**src/rtl/step_rate_ctrl_pkg.sv**
```systemverilog
// Shared types and elaboration-time helpers for the step/rate controller and its prescaler.
package step_rate_ctrl_pkg;

    typedef enum logic [1:0] {
        IDLE   = 2'd0,
        RUN    = 2'd1,
        PAUSED = 2'd2
    } state_t;

    localparam int unsigned STEP_MAX_DEF = 20;

    // Tick period in clk cycles: one slow-clock half period.
    function automatic int unsigned rate_limit(input int unsigned sys_clk, input int unsigned freq);
        return sys_clk / (2 * freq);
    endfunction

    function automatic int unsigned max4(input int unsigned a, input int unsigned b,
                                         input int unsigned c, input int unsigned d);
        int unsigned m;
        m = a;
        if (b > m) m = b;
        if (c > m) m = c;
        if (d > m) m = d;
        return m;
    endfunction

    function automatic logic [1:0] onehot_index(input logic [3:0] c);
        case (c)
            4'b0010: return 2'd1;
            4'b0100: return 2'd2;
            4'b1000: return 2'd3;
            default: return 2'd0;
        endcase
    endfunction

endpackage

```
**src/rtl/step_rate_ctrl_prescaler.sv**
```systemverilog
// Tick prescaler: counts 0..LIMIT[rate_sel]-1, with synchronous load-to-zero and enable.
module rate_prescaler
    import step_rate_ctrl_pkg::*;
#(
    parameter int unsigned LIMIT0 = 50000000,
    parameter int unsigned LIMIT1 = 4166666,
    parameter int unsigned LIMIT2 = 1041666,
    parameter int unsigned LIMIT3 = 263157
) (
    input  logic       clk,
    input  logic       rst_n,
    input  logic       load_zero,
    input  logic       en,
    input  logic [1:0] rate_sel,
    output logic       tc
);

    localparam int unsigned LMAX = max4(LIMIT0, LIMIT1, LIMIT2, LIMIT3);
    localparam int unsigned W    = (LMAX > 1) ? $clog2(LMAX) : 1;

    logic [W-1:0] count;
    logic [W-1:0] tc_val;

    always_comb begin
        tc_val = '0;
        case (rate_sel)
            2'd0: tc_val = W'(LIMIT0 - 1);
            2'd1: tc_val = W'(LIMIT1 - 1);
            2'd2: tc_val = W'(LIMIT2 - 1);
            2'd3: tc_val = W'(LIMIT3 - 1);
            default: tc_val = '0;
        endcase
    end

    assign tc = (count == tc_val);

    always_ff @(posedge clk or negedge rst_n) begin
        if (!rst_n) begin
            count <= '0;
        end else if (load_zero) begin
            count <= '0;
        end else if (en) begin
            count <= tc ? '0 : count + 1'b1;
        end
    end

endmodule

```
**src/rtl/step_rate_ctrl.sv**
```systemverilog
// Run/pause/clear controller for the 0..STEP_MAX step sequencer with four selectable tick rates.
module step_rate_ctrl
    import step_rate_ctrl_pkg::*;
#(
    parameter int unsigned SYS_CLK  = 100000000,
    parameter int unsigned F0       = 1,
    parameter int unsigned F1       = 12,
    parameter int unsigned F2       = 48,
    parameter int unsigned F3       = 190,
    parameter int unsigned STEP_MAX = STEP_MAX_DEF
) (
    input  logic       clk,
    input  logic       rst_n,
    input  logic [3:0] choose,
    input  logic       start,
    input  logic       stop,
    input  logic       clear,
    output logic [4:0] step,
    output logic       tick,
    output logic       wrap,
    output logic [1:0] rate_sel,
    output logic       running,
    output logic       choose_err
);

    localparam logic [4:0] STEP_LAST = 5'(STEP_MAX);

    state_t     state;
    logic       choose_valid;
    logic [1:0] choose_idx;
    logic       rate_change;
    logic       presc_load;
    logic       presc_en;
    logic       presc_tc;
    logic       advance;

    assign choose_valid = $onehot(choose);
    assign choose_idx   = onehot_index(choose);
    assign rate_change  = choose_valid && (choose_idx != rate_sel);

    // stop freezes the count even on terminal count; a rate change restarts the period.
    assign presc_load = clear || rate_change || (state == IDLE);
    assign presc_en   = (state == RUN) && !stop;
    assign advance    = (state == RUN) && !stop && !clear && !rate_change && presc_tc;

    rate_prescaler #(
        .LIMIT0(rate_limit(SYS_CLK, F0)),
        .LIMIT1(rate_limit(SYS_CLK, F1)),
        .LIMIT2(rate_limit(SYS_CLK, F2)),
        .LIMIT3(rate_limit(SYS_CLK, F3))
    ) u_presc (
        .clk      (clk),
        .rst_n    (rst_n),
        .load_zero(presc_load),
        .en       (presc_en),
        .rate_sel (rate_sel),
        .tc       (presc_tc)
    );

    always_ff @(posedge clk or negedge rst_n) begin
        if (!rst_n) begin
            state      <= IDLE;
            step       <= '0;
            tick       <= 1'b0;
            wrap       <= 1'b0;
            rate_sel   <= '0;
            running    <= 1'b0;
            choose_err <= 1'b0;
        end else begin
            tick       <= advance;
            wrap       <= advance && (step == STEP_LAST);
            choose_err <= !choose_valid;

            if (rate_change)
                rate_sel <= choose_idx;

            if (advance)
                step <= (step == STEP_LAST) ? '0 : step + 5'd1;

            if (clear) begin
                state   <= IDLE;
                step    <= '0;
                running <= 1'b0;
            end else begin
                case (state)
                    IDLE: if (start) begin
                        state   <= RUN;
                        running <= 1'b1;
                    end
                    RUN: if (stop) begin
                        state   <= PAUSED;
                        running <= 1'b0;
                    end
                    PAUSED: if (start) begin
                        state   <= RUN;
                        running <= 1'b1;
                    end
                    default: begin
                        state   <= IDLE;
                        running <= 1'b0;
                    end
                endcase
            end
        end
    end

endmodule

```
**config.mk**
```make
export PLATFORM = sky130hd
export DESIGN_NAME = step_rate_ctrl
export DESIGN_NICKNAME = d
export VERILOG_FILES = /design/src/rtl/step_rate_ctrl_pkg.sv /design/src/rtl/step_rate_ctrl_prescaler.sv /design/src/rtl/step_rate_ctrl.sv
export SDC_FILE = /design/constraint.sdc
export NUM_CORES = 1
export LEC_CHECK = 0
export CAP_MARGIN = 20
export CORE_MARGIN = 2
export CORE_UTILIZATION = 53
export CTS_CLUSTER_SIZE = 8
export DETAILED_ROUTE_END_ITERATION = 8
export PLACE_DENSITY = 0.76
export SLEW_MARGIN = 20
export SYNTH_ARGS = -nofsm -noshare
export SYNTH_HDL_FRONTEND = slang
export SYNTH_HIERARCHICAL = 1
export SYNTH_SLANG_ARGS = --single-unit
```
**constraint.sdc**
```tcl
create_clock -name clk -period 2.8 [get_ports clk]
set_clock_uncertainty 0.15 [all_clocks]
set_input_delay 0.28 -clock clk [delete_from_list [all_inputs] [get_ports clk]]
set_output_delay 0.28 -clock clk [all_outputs]
set_load 0.02 [all_outputs]
```
Word level (Yosys, flattened, before mapping)

Cells that the tools add are included.

Bitwise logic cells: 0
Equal/unequal tests: 14
Shift operators: 0
Div/mod/pow operators: 0
Multiplexer cells: 16
Order comparisons: 0
Reduce and logical (&&, ||, !) cells: 18
$mul: 0
Add/subtract/negate cells: 5

Operator list:

| operator              | count |
|---|---|
| $pmux 26 s4           | 1 |
| $mux 26               | 3 |
| $add 26x1->26 const B | 1 |
| $eq 26x26->1          | 1 |
| $mux 5                | 3 |
| $eq 2x2->1 const B    | 3 |
| $logic_and 1x1->1     | 6 |
| $mux 2                | 3 |
| $pmux 2 s3            | 1 |
| $add 5x1->5 const B   | 1 |
| $eq 5x5->1 const B    | 1 |
| $add 1x1->2           | 2 |
| $eq 2x1->1 const B    | 2 |
| $eq 4x2->1 const B    | 1 |
| $eq 4x3->1 const B    | 1 |
| $eq 4x4->1 const B    | 1 |
| $logic_not 1->1       | 4 |
| $logic_not 2->1       | 2 |
| $pmux 2 s2            | 1 |
| $reduce_bool 2->1     | 2 |
| $add 2x2->3           | 1 |
| $eq 3x1->1 const B    | 1 |
| $mux 1                | 3 |
| $ne 3x1->1 const B    | 1 |
| other kinds (6)       | 7 |

Bits in read-only memories: 0
Bits in latches: 0
Memories: 0
Output and inout port bits: 11
Bits of input ports: 9
RAM bits: 0
Word-level logic and storage cells: 61
Bits in registers: 39

Longest topological paths before layout

Depth in word-level cells: 9
Mapped depth: 15
Depth with buffers taken out: 13

Modules after synthesis

Netlist, hierarchy kept.

By module, submodules not included:

| module         | seq. area each (µm²) | area an instance (µm²) | cells each | times used |
|---|---|---|---|---|
| rate_prescaler | 650.6                | 1949.4                 | 230        | 1 |
| step_rate_ctrl | 300.3                | 790.8                  | 85         | 1 |

Least setup slack after synthesis

OpenSTA, ideal clock, no wires.

Path kind: in2reg
From: input port choose[3]
To: register u_presc.count[25]
Arrival time: 2.828 ns
Required time: 2.581 ns
Stages: 13
Setup slack: -0.247 ns
Path buffers: 2
Path through: buf_6 -> inv_1 -> fa_1 -> inv_1 -> ha_1 -> ha_1 -> nor2_1 -> nand2_1 -> a211oi_2 -> or3_2 -> buf_4 -> or4b_1 -> nand3_1

Cells in the longest elaborated chain, start to end: 7
Elaborated cells between the ends (all ways): 13
Those cells by class: add/sub (2); eq/ne (5); mux (2); reduce/logical (4)

RTL lines:

| item                                                            | RTL line                                       | text |
|---|---|---|
| from (decl)                                                     | step_rate_ctrl.sv:14                           | `input logic [3:0] choose,` |
| $add 1x1->2 (not written as such), or another cell as far along | step_rate_ctrl.sv:37                           | `assign choose_valid = $onehot(choose);` |
| $add 2x2->3 (not written as such) or $pmux 2 s3 (tied branches) | step_rate_ctrl.sv:37, step_rate_ctrl_pkg.sv:28 |  |
| $eq 3x1->1 or $ne 2x2->1 (tied branches)                        | step_rate_ctrl.sv:37, step_rate_ctrl.sv:39     |  |
| $logic_and 1x1->1 (*)                                           | step_rate_ctrl.sv:39                           | `assign rate_change = choose_valid && (choose_idx != rate_sel);` |
| $logic_or 1x1->1 (*) (2 in a row)                               | step_rate_ctrl.sv:42                           | `assign presc_load = clear \|\| rate_change \|\| (state == IDLE);` |
| named net presc_load                                            | step_rate_ctrl.sv:32                           | `logic presc_load;` |
| $mux 26 or $reduce_bool 2->1 (tied branches)                    | -                                              |  |
| to (signal assigned)                                            | step_rate_ctrl_prescaler.sv:43                 | `count <= tc ? '0 : count + 1'b1;` |
| to (decl)                                                       | step_rate_ctrl_prescaler.sv:21                 | `logic [W-1:0] count;` |

Mark *: on every way through the listed nets, which the timed path passes. The rest lies on a longest branch.
A chain may end at the register's enable or synchronous reset.

Worst setup path after layout

From: input port choose[0]
To: register u_presc.count[9]

The elaborated chain is that of the path after synthesis.

==> flow_metrics.tcl <==
set metrics [dict create \
    cp_top_family "simple AND/OR/NAND/NOR gates" \
    maxCapViolations 0 \
    crit_chain "dlygate4sd2_1 > inv_2 > fa_1 > inv_1 > ha_2 > ha_1 > nor2_1 > nand2_2 > a211oi_4 > or3_4 > buf_12 > or4b_1 > nand3_1" \
    slowest_stage "or4b_1" \
    antenna_found_initial 0 \
    grt_util_all_layers_pct 23.9 \
    hpwl_um 4600 \
    hold_class "in -> reg" \
    setup_viol 0 \
    drc 0 \
    die_height_um 75.9 \
    cts_made_buffers 5 \
    worstSkewPairLatency_ps 300 \
    cts.clk_slew.worst_paths_ps 80 \
    cp.buffers_inverters 4 \
    slew-limit-headroom_pct 42.7 \
    start_util_pct 54.3 \
    mostFrequentLayoutCells "dfrtp_1, nor2_1, nand3_1, buf_4, nand2_1" \
    use_met1_pct 32.1 \
    regToRegStartpoint "rate_sel[1]" \
    mostFrequentLayoutCell "dfrtp_1" \
    gp_congestion 0.898 \
    drt_pass1_iterations 5 \
    vias_per_cell 6.08 \
    synth_fp_nets 336 \
    reg2reg_to "step[1]" \
    die_area_um2 5760 \
    netlist_area_um2 2740 \
    wire_per_inst_um 15.4 \
    cts.sinks 38 \
    clk_root_buffer_cell "clkbuf_8" \
    busiest_layer "met2" \
    finish.utilization_pct 66.1 \
    post-route-min-period_ps 2700 \
    hold_slack_ps 306 \
    grt_max_degree 44 \
    grt_pass1_vias 2430 \
    nets 377 \
    end_kind "register" \
    yosysUniqueCellTypes 60 \
    ys_seq_area_share_pct 34.7 \
    leakage_uw 0.00136 \
    ys_async_sr_fraction_pct 100 \
    ys_ff_latch 38 \
    crit_path_start_kind "input pin" \
    rrSetupSlack_ps 170 \
    finalSetupTns_ps 0 \
    status "finished clean" \
    areaGrowthSynthToFinish_pct 21.6 \
    nFillCells 412 \
    n_antenna_cell 0 \
    cts.path.max_buffers 2 \
    cts_tree "done" \
    arrival_ps 2790 \
    crit_required_ps 2890 \
    met3_usage_pct 5.24 \
    avgSynthCellArea_um2 8.70 \
    drt_iter0_drc 226 \
    vias 2588 \
    cp_max_fo 7 \
    tightest_slew_ps 860 \
    p_per_area_nw_per_um2 412 \
    crit_start "choose[0]" \
    yosys_warnings 6 \
    cp.depth 13 \
    gr-usage-met2_pct 37.3 \
    numPortBuffers 19 \
    worst_ir_drop_vdd_mv 0.278 \
    top_level_ports 20 \
    antenna_left 0 \
    fin_crit_sh_pct 96.5 \
    fmax_mhz 370 \
    setup_slack_ps 99.2 \
    dominantRegCellSynth "dfrtp_1" \
    fp.coreArea_um2 5040 \
    endpoint "u_presc/count[9]" \
    die_w_um 75.9 \
    grt_pass1_wl_um 11200 \
    timing_worst_setup_path_type "in -> reg" \
    ctsHtreeMaxLevel 2 \
    wirelength_um 6560 \
    finalMaxSlewViolations 0 \
    rows 26 \
    dpl_worst_slack_ps -563 \
    drive_gt1_share_pct 19.4 \
    synth-edff-count 0 \
    syn_inst 315 \
    r2r_cells 10 \
    grt-ovfl-total 0 \
    finalHoldViolCount 0 \
    cpPeakStageDelay_ps 500 \
]
per-stage QoR:
stage / total power, µW / instances / instance area (µm²)
2_1_floorplan: 749 / 315 / 2770
3_3_place_gp: 856 / 413 / 3150
3_5_place_dp: 861 / 413 / 3150
4_1_cts: 1360 / 425 / 3300
5_1_grt: 1440 / 426 / 3330
6_report: 1370 / 426 / 3330
worst min path at each step:
| stage | start | end | slack [ps] | depth (start not counted) |
|---|---|---|---|---|
| 3_3_place_gp | rst_n | choose_err | 300 | 1 |
| 4_1_cts | choose[3] | rate_sel[1] | 410 | 5 |
| 3_5_place_dp | rst_n | choose_err | 310 | 1 |
| 5_1_grt | choose[3] | rate_sel[1] | 350 | 5 |
| 2_1_floorplan | rst_n | choose_err | -170 | 0 |
| 6_report | choose[3] | rate_sel[1] | 310 | 5 |
report_power, final:
part	switching (µW)	total (µW)	internal, µW
clock	202	487	285
combinational	171	316	144
sequential	11.5	570	559
cell usage after synthesis (6+ instances only):
cell type	count	area share (%)
a21oi_1	19	3.5
a31oi_1	9	2.1
clkbuf_1	6	0.82
dfrtp_1	38	35
ha_1	11	5.0
inv_1	11	1.5
nand2_1	29	4.0
nand2b_1	11	2.5
nand3_1	30	5.5
nand3b_1	7	1.9
nand4b_1	12	3.8
nor2_1	30	4.1
nor3_1	6	1.1
or4b_1	6	2.2
worst min-delay path, delay by kind of cell:
kind | cells | cell delay [ps]
buffers and inverters | 2 | 250
AND/OR/NAND/NOR | 1 | 50
AO/OA/AOI/OAI | 1 | 60
XOR/XNOR | 1 | 70
layout make-up:
cell class	instances	area [µm²]	area share [%]
timing repair buffer	50	425	12.8
multi-input combinational	249	1710	51.3
tap	70	87.6	2.63
inverter	12	45.0	1.35
clock inverter	1	30.0	0.901
clock buffer	6	82.6	2.48
sequential	38	951	28.5
sequential cells by signal (all words and copies together) (netlist names):
signal / count
u_presc/count: 26
choose_err: 1
state: 2
step: 5
wrap: 1
rate_sel: 2
tick: 1
repair_timing:
action,4_1_cts,5_1_grt
setup buffers,4,1
pin swaps,5,4
hold buffers,1,0
resized for setup,8,9
setup endpoints to repair,13,11
endpoints found under the hold margin,38,0
routing by layer:
metal / vias to the layer above / routed length [µm]
met1: 1241 / 3010
met3: 12 / 393
met2: 84 / 3040
met4: 0 / 114
met5: - / 0
li1: 1251 / -
cell families (layout without fill, tap and decap cells):
| logic type | after synthesis | count (layout) | share of synthesized area (%) |
|---|---|---|---|
| compound gates | 55 | 55 | 13.3 |
| xor+xnor | 4 | 4 | 1.28 |
| simple gates | 176 | 176 | 39.4 |
| flops | 38 | 38 | 34.7 |
| fa+ha+maj | 12 | 12 | 5.75 |
| buf+inv | 28 | 69 | 4.84 |
| mux | 2 | 2 | 0.731 |
Note: power is estimated with default switching activity, not from simulation.
